<file path="src/rtl/painterengine_gpu_dma_pkg.sv">
// Shared definitions for the PainterEngine GPU DMA reader and writer:
// FSM encodings, error codes and the fixed AXI attribute values.
package painterengine_gpu_dma_pkg;

  typedef enum logic [2:0] {
    ROUTING       = 3'd0,
    PARAM_CHECK   = 3'd1,
    CALC_ADDRESS  = 3'd2,
    ADDRESS_WRITE = 3'd3,
    DATA_WRITE    = 3'd4,
    RESPONSE      = 3'd5,
    DONE          = 3'd6,
    ERROR         = 3'd7
  } dma_state_t;

  localparam logic [2:0] ERR_NONE       = 3'b000;
  localparam logic [2:0] ERR_ROUTER     = 3'b001;
  localparam logic [2:0] ERR_PARAM      = 3'b010;
  localparam logic [2:0] ERR_AW_TIMEOUT = 3'b011;
  localparam logic [2:0] ERR_W_TIMEOUT  = 3'b100;
  localparam logic [2:0] ERR_BRESP      = 3'b101;
  localparam logic [2:0] ERR_B_TIMEOUT  = 3'b110;

  localparam logic       AXI_ID    = 1'b0;
  localparam logic [2:0] AXI_SIZE  = 3'b010;
  localparam logic [1:0] AXI_BURST = 2'b01;
  localparam logic       AXI_LOCK  = 1'b0;
  localparam logic [3:0] AXI_CACHE = 4'b0010;
  localparam logic [2:0] AXI_PROT  = 3'b000;
  localparam logic [3:0] AXI_QOS   = 4'b0000;
  localparam logic [3:0] AXI_WSTRB = 4'hF;

endpackage

</file>
<file path="src/rtl/painterengine_gpu_dma_writer.sv">
// AXI4 burst writer: streams words from one of four sources to memory,
// splitting the transfer into INCR bursts that never cross a 1 KiB page.
module painterengine_gpu_dma_writer
  import painterengine_gpu_dma_pkg::*;
#(
  parameter int TIMEOUT_BIT = 18
) (
  input  logic         i_wire_clock,
  input  logic         i_wire_reset,
  input  logic [3:0]   i_wire_router,
  input  logic [127:0] i_wire_address,
  input  logic [127:0] i_wire_length,
  input  logic [127:0] i_wire_data,
  input  logic [3:0]   i_wire_data_valid,
  output logic [3:0]   o_wire_data_next,
  output logic         o_wire_done,
  output logic         o_wire_error,
  output logic [2:0]   o_wire_error_type,
  output logic         o_wire_M_AXI_AWID,
  output logic [31:0]  o_wire_M_AXI_AWADDR,
  output logic [7:0]   o_wire_M_AXI_AWLEN,
  output logic [2:0]   o_wire_M_AXI_AWSIZE,
  output logic [1:0]   o_wire_M_AXI_AWBURST,
  output logic         o_wire_M_AXI_AWLOCK,
  output logic [3:0]   o_wire_M_AXI_AWCACHE,
  output logic [2:0]   o_wire_M_AXI_AWPROT,
  output logic [3:0]   o_wire_M_AXI_AWQOS,
  output logic         o_wire_M_AXI_AWVALID,
  input  logic         i_wire_M_AXI_AWREADY,
  output logic [31:0]  o_wire_M_AXI_WDATA,
  output logic [3:0]   o_wire_M_AXI_WSTRB,
  output logic         o_wire_M_AXI_WLAST,
  output logic         o_wire_M_AXI_WVALID,
  input  logic         i_wire_M_AXI_WREADY,
  input  logic         i_wire_M_AXI_BID,
  input  logic [1:0]   i_wire_M_AXI_BRESP,
  input  logic         i_wire_M_AXI_BVALID,
  output logic         o_wire_M_AXI_BREADY
);

  dma_state_t             state, state_next;
  logic [31:0]            address_q, address_next;
  logic [31:0]            length_q, length_next;
  logic [31:0]            offset_q, offset_next;
  logic [1:0]             index_q, index_next;
  logic [8:0]             burstlen_q, burstlen_next;
  logic [8:0]             beat_q, beat_next;
  logic [31:0]            awaddr_q, awaddr_next;
  logic [7:0]             awlen_q, awlen_next;
  logic [2:0]             error_type_q, error_type_next;
  logic [TIMEOUT_BIT:0]   timeout_q, timeout_next;

  logic [31:0]            lane_data;
  logic                   lane_valid;
  logic [31:0]            remaining;
  logic [7:0]             page_word;
  logic [8:0]             aligned;
  logic [8:0]             burst_len;
  logic [8:0]             burst_len_m1;
  logic [8:0]             last_beat;
  logic [31:0]            offset_sum;
  logic                   handshake;
  logic                   stall_state;
  logic                   route_ok;
  logic [1:0]             route_idx;
  logic                   unused_bid;

  assign unused_bid = i_wire_M_AXI_BID;

  assign lane_data  = i_wire_data[{index_q, 5'b00000} +: 32];
  assign lane_valid = i_wire_data_valid[index_q];

  // Words left in the 1 KiB page bound the burst, along with the words left overall.
  assign remaining    = length_q - offset_q;
  assign page_word    = address_q[9:2] + offset_q[7:0];
  assign aligned      = 9'd256 - {1'b0, page_word};
  assign burst_len    = (remaining < {23'd0, aligned}) ? remaining[8:0] : aligned;
  assign burst_len_m1 = burst_len - 9'd1;
  assign last_beat    = burstlen_q - 9'd1;
  assign offset_sum   = offset_q + {23'd0, burstlen_q};

  always_comb begin
    route_ok  = 1'b1;
    route_idx = 2'd0;
    case (i_wire_router)
      4'b0001: route_idx = 2'd0;
      4'b0010: route_idx = 2'd1;
      4'b0100: route_idx = 2'd2;
      4'b1000: route_idx = 2'd3;
      default: route_ok  = 1'b0;
    endcase
  end

  always_comb begin
    state_next      = state;
    address_next    = address_q;
    length_next     = length_q;
    offset_next     = offset_q;
    index_next      = index_q;
    burstlen_next   = burstlen_q;
    beat_next       = beat_q;
    awaddr_next     = awaddr_q;
    awlen_next      = awlen_q;
    error_type_next = error_type_q;
    handshake       = 1'b0;
    stall_state     = 1'b0;

    case (state)
      ROUTING: begin
        if (route_ok) begin
          index_next   = route_idx;
          address_next = i_wire_address[{route_idx, 5'b00000} +: 32];
          length_next  = i_wire_length[{route_idx, 5'b00000} +: 32];
          state_next   = PARAM_CHECK;
        end else begin
          error_type_next = ERR_ROUTER;
          state_next      = ERROR;
        end
      end
      PARAM_CHECK: begin
        if (address_q[1:0] != 2'b00 || length_q == 32'd0) begin
          error_type_next = ERR_PARAM;
          state_next      = ERROR;
        end else begin
          offset_next = 32'd0;
          state_next  = CALC_ADDRESS;
        end
      end
      CALC_ADDRESS: begin
        burstlen_next = burst_len;
        awlen_next    = burst_len_m1[7:0];
        awaddr_next   = address_q + {offset_q[29:0], 2'b00};
        state_next    = ADDRESS_WRITE;
      end
      ADDRESS_WRITE: begin
        stall_state = 1'b1;
        handshake   = i_wire_M_AXI_AWREADY;
        if (handshake) begin
          beat_next  = 9'd0;
          state_next = DATA_WRITE;
        end
      end
      DATA_WRITE: begin
        stall_state = 1'b1;
        handshake   = lane_valid && i_wire_M_AXI_WREADY;
        if (handshake) begin
          beat_next = beat_q + 9'd1;
          if (beat_q == last_beat) state_next = RESPONSE;
        end
      end
      RESPONSE: begin
        stall_state = 1'b1;
        handshake   = i_wire_M_AXI_BVALID;
        if (handshake) begin
          if (i_wire_M_AXI_BRESP != 2'b00) begin
            error_type_next = ERR_BRESP;
            state_next      = ERROR;
          end else begin
            offset_next = offset_sum;
            state_next  = (offset_sum >= length_q) ? DONE : CALC_ADDRESS;
          end
        end
      end
      DONE:  state_next = DONE;
      ERROR: state_next = ERROR;
    endcase

    // A stuck handshake wins over whatever the bus did this cycle.
    if (stall_state && timeout_q[TIMEOUT_BIT]) begin
      state_next = ERROR;
      case (state)
        ADDRESS_WRITE: error_type_next = ERR_AW_TIMEOUT;
        DATA_WRITE:    error_type_next = ERR_W_TIMEOUT;
        default:       error_type_next = ERR_B_TIMEOUT;
      endcase
    end

    if (stall_state && !handshake && state_next == state)
      timeout_next = timeout_q + {{TIMEOUT_BIT{1'b0}}, 1'b1};
    else
      timeout_next = '0;
  end

  always_ff @(posedge i_wire_clock) begin
    if (i_wire_reset) begin
      state        <= ROUTING;
      address_q    <= 32'd0;
      length_q     <= 32'd0;
      offset_q     <= 32'd0;
      index_q      <= 2'd0;
      burstlen_q   <= 9'd0;
      beat_q       <= 9'd0;
      awaddr_q     <= 32'd0;
      awlen_q      <= 8'd0;
      error_type_q <= ERR_NONE;
      timeout_q    <= '0;
    end else begin
      state        <= state_next;
      address_q    <= address_next;
      length_q     <= length_next;
      offset_q     <= offset_next;
      index_q      <= index_next;
      burstlen_q   <= burstlen_next;
      beat_q       <= beat_next;
      awaddr_q     <= awaddr_next;
      awlen_q      <= awlen_next;
      error_type_q <= error_type_next;
      timeout_q    <= timeout_next;
    end
  end

  assign o_wire_done       = (state == DONE);
  assign o_wire_error      = (state == ERROR);
  assign o_wire_error_type = error_type_q;

  assign o_wire_M_AXI_AWID    = AXI_ID;
  assign o_wire_M_AXI_AWSIZE  = AXI_SIZE;
  assign o_wire_M_AXI_AWBURST = AXI_BURST;
  assign o_wire_M_AXI_AWLOCK  = AXI_LOCK;
  assign o_wire_M_AXI_AWCACHE = AXI_CACHE;
  assign o_wire_M_AXI_AWPROT  = AXI_PROT;
  assign o_wire_M_AXI_AWQOS   = AXI_QOS;
  assign o_wire_M_AXI_WSTRB   = AXI_WSTRB;

  assign o_wire_M_AXI_AWADDR  = awaddr_q;
  assign o_wire_M_AXI_AWLEN   = awlen_q;
  assign o_wire_M_AXI_AWVALID = (state == ADDRESS_WRITE);
  assign o_wire_M_AXI_WVALID  = (state == DATA_WRITE) && lane_valid;
  assign o_wire_M_AXI_WDATA   = (state == DATA_WRITE) ? lane_data : 32'd0;
  assign o_wire_M_AXI_WLAST   = (state == DATA_WRITE) && (beat_q == last_beat);
  assign o_wire_M_AXI_BREADY  = (state == RESPONSE);
  assign o_wire_data_next     = (state == DATA_WRITE) ?
                                ({3'b000, i_wire_M_AXI_WREADY} << index_q) : 4'b0000;

endmodule

</file>
<file path="config.mk">
export PLATFORM = sky130hd
export DESIGN_NAME = painterengine_gpu_dma_writer
export DESIGN_NICKNAME = d
export VERILOG_FILES = /design/src/rtl/painterengine_gpu_dma_pkg.sv /design/src/rtl/painterengine_gpu_dma_writer.sv
export SDC_FILE = /design/constraint.sdc
export NUM_CORES = 1
export LEC_CHECK = 0
export CORE_MARGIN = 2
export CORE_UTILIZATION = 24
export CTS_CLUSTER_DIAMETER = 40
export DETAILED_ROUTE_END_ITERATION = 6
export HOLD_SLACK_MARGIN = 0.15
export PLACE_DENSITY = 0.53
export SYNTH_ARGS = -nofsm -noshare
export SYNTH_HDL_FRONTEND = slang
export SYNTH_SLANG_ARGS = --single-unit
</file>
<file path="constraint.sdc">
create_clock -name i_wire_clock -period 12 [get_ports i_wire_clock]
set_input_delay 3 -clock i_wire_clock [delete_from_list [all_inputs] [get_ports i_wire_clock]]
set_output_delay 3 -clock i_wire_clock [all_outputs]
set_load 0.01 [all_outputs]
</file>
==> results of run 1 <==
==> layout make-up <==
type / instances / share of cell area (%)
Clock buffer: 17 / 1.98
Clock inverter: 15 / 0.785
Inverter: 108 / 1.88
Multi-Input combinational cell: 1481 / 50.8
Sequential cell: 181 / 16.9
Tap cell: 846 / 4.92
Timing Repair Buffer: 493 / 22.8
==> synthesized netlist by cell type, drive strengths merged (14+ instances only) <==
cell type,n
mux2i,16
nand4,26
dfxtp,181
mux4,97
o21ai,84
buf,46
xor2,42
nand2,281
a21o,28
nor2,123
nand3,46
clkbuf,73
nor3,26
ha,114
nor2b,17
a211oi,14
inv,108
nor4,27
and2,41
a21oi,200
xnor2,84
==> worst max-delay path: stages <==
cell and delay (ns):
sky130_fd_sc_hd__clkdlybuf4s50_1 0.52, sky130_fd_sc_hd__mux4_2 0.59, sky130_fd_sc_hd__and2_1 0.21, sky130_fd_sc_hd__clkdlybuf4s50_1 0.47
==> sequential cells by signal, indices dropped and copies added (netlist names), 8 cells and up <==
| signal | cells |
|---|---|
| burstlen_q | 9 |
| o_wire_M_AXI_AWADDR | 32 |
| o_wire_M_AXI_AWLEN | 8 |
| timeout_q | 19 |
| beat_q | 9 |
| address_q | 32 |
| offset_q | 32 |
| length_q | 32 |
==> where the power goes <==
group / internal, µW / switching [µW] / total, µW
clock network: 313 / 273 / 586
logic: 584 / 688 / 1270
registers: 649 / 72.4 / 721
total: 1550 / 1030 / 2580
==> final timing paths <==
check	start	end	slack (ns)	depth (start not counted)
hold reg to reg	o_wire_error_type[2]	o_wire_error_type[2]	0.46	2
setup reg to reg	offset_q[0]	o_wire_M_AXI_AWLEN[6]	4.98	24
hold / removal	o_wire_error_type[2]	o_wire_error_type[2]	0.46	2
setup / recovery	i_wire_data[116]	o_wire_M_AXI_WDATA[20]	4.19	4
==> kinds of logic (layout without fill, tap and decap cells) <==
kind of cell,Yosys count,in the layout,synth area share (%)
flops,181,181,23.6
fa+ha+maj,117,117,9.66
compound gates,455,455,18.2
simple gates,647,647,19.8
other cells,2,22,0.0488
buf+inv,227,633,6.19
xor+xnor,126,126,7.17
mux,114,114,15.3
==> through the flow <==
| step | area [µm²] | worst slack [ns] | hold slack (ns) | instances | total power, µW |
|---|---|---|---|---|---|
| after floorplan | 15500 | 5.36 | 0.426 | 1889 | 1510 |
| after global placement | 20900 | 4.21 | 0.440 | 3109 | 2000 |
| after detailed placement | 20900 | 4.20 | 0.448 | 3109 | 2010 |
| after CTS | 21500 | 4.20 | 0.459 | 3141 | 2600 |
| after global routing | 21500 | 4.17 | 0.475 | 3141 | 2750 |
| final | 21500 | 4.19 | 0.457 | 3141 | 2580 |
==> layout by cell type (no fill, tap or decap), drive strengths merged, types with 9 or more instances in the layout <==
cell type / count
a31oi: 11
a211oi: 14
conb: 22
o21bai: 10
xor2: 42
buf: 11
o22ai: 9
nor2: 123
a22o: 9
nand3: 46
mux4: 97
nand2: 281
clkbuf: 17
o21ai: 84
or3: 11
a21oi: 200
inv: 116
ha: 114
a22oi: 10
dfxtp: 181
and2: 41
mux2i: 16
nor2b: 17
o21a: 11
clkdlybuf4s50: 482
o211ai: 10
a21o: 28
nand4: 26
xnor2: 84
and3: 12
nor4: 27
o31ai: 10
nor3: 26
==> layer usage <==
metal | share of wire, % | track usage [%]
met1 | 45 | 25.6
met2 | 47 | 32.4
met3 | 5.0 | 2.85
met4 | 2.4 | 5.77
met5 | 0.017 | 0
==> metrics.txt, run 1 <==
fraction of post-synthesis cell area in the top cell type by area=approximately a quarter; min cycle time layout=7.81 ns; Max-slew headroom=around 29%; Via Count=roughly 16,000; hold buffer count at CTS=0; Tcrit/Tclk final=65.0%; horizontal extent of the die=257 µm; PortBufs=483; Setup TNS=0 ns; initial cell density of the core=about a quarter; synthesis-to-finish area growth=39.8%; cts bufs inserted=17; leakage power of the design=0.00811 µW; CTS tree=built; gr ovfl total=0; number of unique standard cell types used by synthesis=79; maximum operating frequency=128 MHz; count of flip-flops with a built-in enable after synthesis=0; power per unit of standard cell area=120 mW/mm²; max-cap check violation count=0; htree depth=4; slew at the pin with the worst max-slew slack=~1.1 ns; number of failing hold endpoints at the final stage=0; Die Y-Extent=257 µm; Most used DFF post-synth=sky130_fd_sc_hd__dfxtp_1; combined area of all synthesized cells=about 0.015 mm²; floorplan row count=92; clock-pin slew on the worst setup and hold paths=0.07 ns; CP arrival=4.81 ns; async set-reset flop share out of synthesis=0%; maximum resistive drop on vdd=74.5 µV; final count of pins violating max slew=0; detailed placement HPWL=approximately 53,000 µm; CTS-repair resized insts=0; final routed DRC violation total=0; number of nets in the final layout=2,799; DRT Wirelength=~65,000 µm; count of fill cells added during filler insertion=roughly 6,500; global-route wire length before repair=97,800 µm; CP Max Fanout=1; crit end category=output pin; number of global-route vias before repair=15,800; largest net degree at the start of global routing=76; status=completed; Detailed Routing Iterations Pass 1=5; GRT Resource Usage Total=19.3%; cell type contributing the most total cell area after synthesis=sky130_fd_sc_hd__dfxtp_1; buffers inserted during post-CTS setup optimization=0; count of endpoints failing setup in the final report=0; Clock Tree Root=sky130_fd_sc_hd__clkbuf_16; proportion of layout cells with a drive suffix above 1=approximately 7.6%; DR WL/cell=20.6 µm; number of antenna violations at the first check in global routing=3; Worst EP required=9.00 ns; average cell area after synthesis=~8.2 µm²; vias per inst=4.99; cell types occupying the most area after synthesis=sky130_fd_sc_hd__dfxtp_1 (24%), sky130_fd_sc_hd__mux4_2 (14%), sky130_fd_sc_hd__ha_1 (9.3%); cells after synthesis=1,869; Top Ports=about 510; area of all sequential standard cells=approximately 0.0036 mm²; class of the most critical hold timing path=flip-flop to flip-flop; Final Skew=a little under 0.009 ns; Clk Latency, worst-skew pair=around 0.47 ns; Sinks on Clock Net=181; total of flip-flops plus latches after synthesis=181; area enclosed by the die boundary=0.0661 mm²; DRC marker count from the first detailed-route iteration=981; maximum root-to-sink buffer count=2; multi-input logic area=0.0109 mm²; gp weighted congestion=0.940; antenna cells=0; sequential share of the synthesized area=23.6%; core area=0.0632 mm²; yosys synthesis warning count=0; crit path kind=input port to output pin; setup repair after global routing missed its margin=false; utilization after layout=34.0%; CP startpoint kind=input port; count of nets left with antenna violations after detail routing=0
No activity file was read; power rests on OpenSTA's default activity.
==> run 2, diff against run 1 <==
- PLACE_DENSITY: 0.53 -> 0.55
- clock period: 12 -> 6.7 ns (I/O delays scaled with it)
==> run 2 against run 1 <==
  * Sequential share of layout area shrank 0.11 points
  * Die area is the same
  * Combinational power grew 80%
  * Global-route usage grew 0.25 points
  * Register-to-register slack lost 4.4 ns
  * Power grew 83%
  * Sequential power grew 80%
  * Worst hold slack lost 0.0039 ns
  * Clock skew grew 0.012 ns
  * Setup slack lost 3.6 ns
==> metrics.txt, run 2 (same netlist as run 1, synthesis figures left out) <==
DRC marker count from the first detailed-route iteration=876 (-11%); max-cap check violation count=0 (unchanged); initial cell density of the core=24.3% (unchanged); class of the most critical hold timing path=flip-flop to flip-flop; Die Y-Extent=257 µm (unchanged); min cycle time layout=about 6 ns; GRT Resource Usage Total=19.6% (+0.25 points); CP Max Fanout=5 (+4); global routing met2 resource utilization=33.1% (+0.68 points); detailed placement HPWL=54,600 µm (+2.4%); Via Count=15,800 (+0.69%); power per unit of standard cell area=218 mW/mm² (+82%); grt met3 use=3.44% (+0.59 points); Worst EP required=7.09 ns (-1.91 ns); CP arrival=6.52 ns (+1.71 ns); area enclosed by the die boundary=0.0661 mm² (unchanged); slew at the pin with the worst max-slew slack=1.01 ns (-0.0544 ns); Setup TNS=0 ns (unchanged); proportion of layout cells with a drive suffix above 1=7.98% (+0.35 points); number of antenna violations at the first check in global routing=5 (+2); vias per inst=5.00 (+0.27%); synthesis-to-finish area growth=40.7%; leakage power of the design=0.00819 µW (+0.99%); clock-pin slew on the worst setup and hold paths=0.07 ns (about the same); number of nets in the final layout=2,811 (+0.43%); top library cells by usage in the layout, fill and taps aside=sky130_fd_sc_hd__clkdlybuf4s50_1 (482), sky130_fd_sc_hd__nand2_1 (279), sky130_fd_sc_hd__a21oi_1 (200), sky130_fd_sc_hd__dfxtp_1 (179), sky130_fd_sc_hd__nor2_1 (123); cts bufs inserted=17 (unchanged); number of failing hold endpoints at the final stage=0 (unchanged); Clk Latency, worst-skew pair=0.47 ns (about the same); crit end category=flip-flop; Max-slew headroom=32.4% (+3.6 points); Total Power Consumption=4710 µW (+83%); Sinks on Clock Net=181 (unchanged); final count of pins violating max slew=0 (unchanged); final routed DRC violation total=0 (unchanged); Tcrit/Tclk final=91.4%; maximum operating frequency=163 MHz; core area=0.0632 mm² (unchanged); DR WL/cell=20.9 µm (+1.2%); Final Hold Slack=0.453 ns (-0.00389 ns); maximum resistive drop on vdd=118 µV (+58%); horizontal extent of the die=257 µm (unchanged); crit path kind=flip-flop to flip-flop; status=completed; CP startpoint kind=flip-flop; PortBufs=483 (unchanged); Top Ports=507 (unchanged); Clock Tree Root=sky130_fd_sc_hd__clkbuf_16; global-route met1 utilization=26.3% (+0.73 points); most used routing layer=met2; floorplan row count=92 (unchanged); setup repair after global routing missed its margin=false; Final Skew=0.0207 ns (+0.0119 ns); htree depth=4 (unchanged); count of endpoints failing setup in the final report=0 (unchanged); gr ovfl total=0 (unchanged); most common library cell in the layout ignoring fill and taps=sky130_fd_sc_hd__clkdlybuf4s50_1; gp weighted congestion=0.898 (-4.5%); Detailed Routing Iterations Pass 1=5 (unchanged); number of global-route vias before repair=15,700 (-1.1%); DRT Wirelength=65,900 µm (+1.7%); count of nets left with antenna violations after detail routing=0 (unchanged); global-route wire length before repair=98,700 µm (+0.94%); maximum root-to-sink buffer count=2 (unchanged); CTS tree=built; largest net degree at the start of global routing=76 (unchanged)
==> run 2: path summary, 6_finish.rpt <==
check	start	to	slack, ns	cells after the start
max	offset_q[0]	o_wire_M_AXI_AWLEN[6]	0.58	26
min reg2reg	o_wire_M_AXI_AWADDR[10]	o_wire_M_AXI_AWADDR[10]	0.45	2
max reg2reg	offset_q[0]	o_wire_M_AXI_AWLEN[6]	0.58	26
min	o_wire_M_AXI_AWADDR[10]	o_wire_M_AXI_AWADDR[10]	0.45	2
==> run 2: cell type report <==
| type | instances | area (µm²) |
|---|---|---|
| Fill cell | 6474 | 41500 |
| Multi-Input combinational cell | 1481 | 10900 |
| Timing Repair Buffer | 505 | 5010 |
| Sequential cell | 181 | 3630 |
| Tap cell | 846 | 1060 |
| Clock buffer | 17 | 425 |
| Inverter | 108 | 405 |
| Clock inverter | 15 | 216 |
| Antenna cell | 1 | 2.50 |
==> run 2: through the flow <==
step | worst slack [ns] | instances | utilization [%] | cell area [µm²]
finish | 0.576 | 3154 | 34.3 | 21600
global placement | 0.462 | 3119 | 33.2 | 21000
floorplan | 1.15 | 1889 | - | 15500
global route | 0.0271 | 3153 | 34.3 | 21600
detailed placement | 0.266 | 3119 | 33.2 | 21000
CTS | 0.248 | 3151 | 34.2 | 21600
==> run 2: where the power goes <==
part           total, µW  switching [µW]  internal, µW
Combinational       2290            1230          1060
Clock               1130             492           635
Sequential          1300             134          1160
Total               4710            1850          2860
==> run 2: repair_timing <==
action,in CTS,in global routing
hold buffers,0,0
setup buffers,0,2
gates resized for setup,0,1
endpoints found under the setup margin,0,3
==> run 2: worst max-delay path, cell delays in order (launching register included) <==
cell	delay, ns
sky130_fd_sc_hd__dfxtp_1	0.36
sky130_fd_sc_hd__ha_1	0.23
sky130_fd_sc_hd__fa_1	0.41
sky130_fd_sc_hd__a21o_1	0.17
sky130_fd_sc_hd__a21oi_1	0.26
sky130_fd_sc_hd__xnor2_1	0.17
sky130_fd_sc_hd__or2_2	0.34
sky130_fd_sc_hd__or3_1	0.33
sky130_fd_sc_hd__nor3_1	0.23
sky130_fd_sc_hd__buf_4	0.18
sky130_fd_sc_hd__inv_1	0.04
sky130_fd_sc_hd__ha_1	0.31
sky130_fd_sc_hd__a221o_1	0.33
sky130_fd_sc_hd__a2111oi_1	0.35
sky130_fd_sc_hd__o221ai_1	0.18
sky130_fd_sc_hd__a2111oi_0	0.30
sky130_fd_sc_hd__nand4_1	0.21
sky130_fd_sc_hd__nor4_4	0.17
sky130_fd_sc_hd__buf_4	0.17
sky130_fd_sc_hd__nand2_4	0.08
sky130_fd_sc_hd__mux2i_2	0.24
sky130_fd_sc_hd__ha_1	0.26
sky130_fd_sc_hd__nand3_1	0.11
sky130_fd_sc_hd__nor3_1	0.20
sky130_fd_sc_hd__xor2_1	0.18
sky130_fd_sc_hd__mux2i_1	0.10
sky130_fd_sc_hd__o22ai_1	0.14
==> run 2: routing by layer <==
layer / vias to the layer above / part of all wire, %
met5: - / 0
met1: 7693 / 46
met4: 0 / 1.0
met3: 46 / 5.4
li1: 7559 / -
met2: 475 / 48
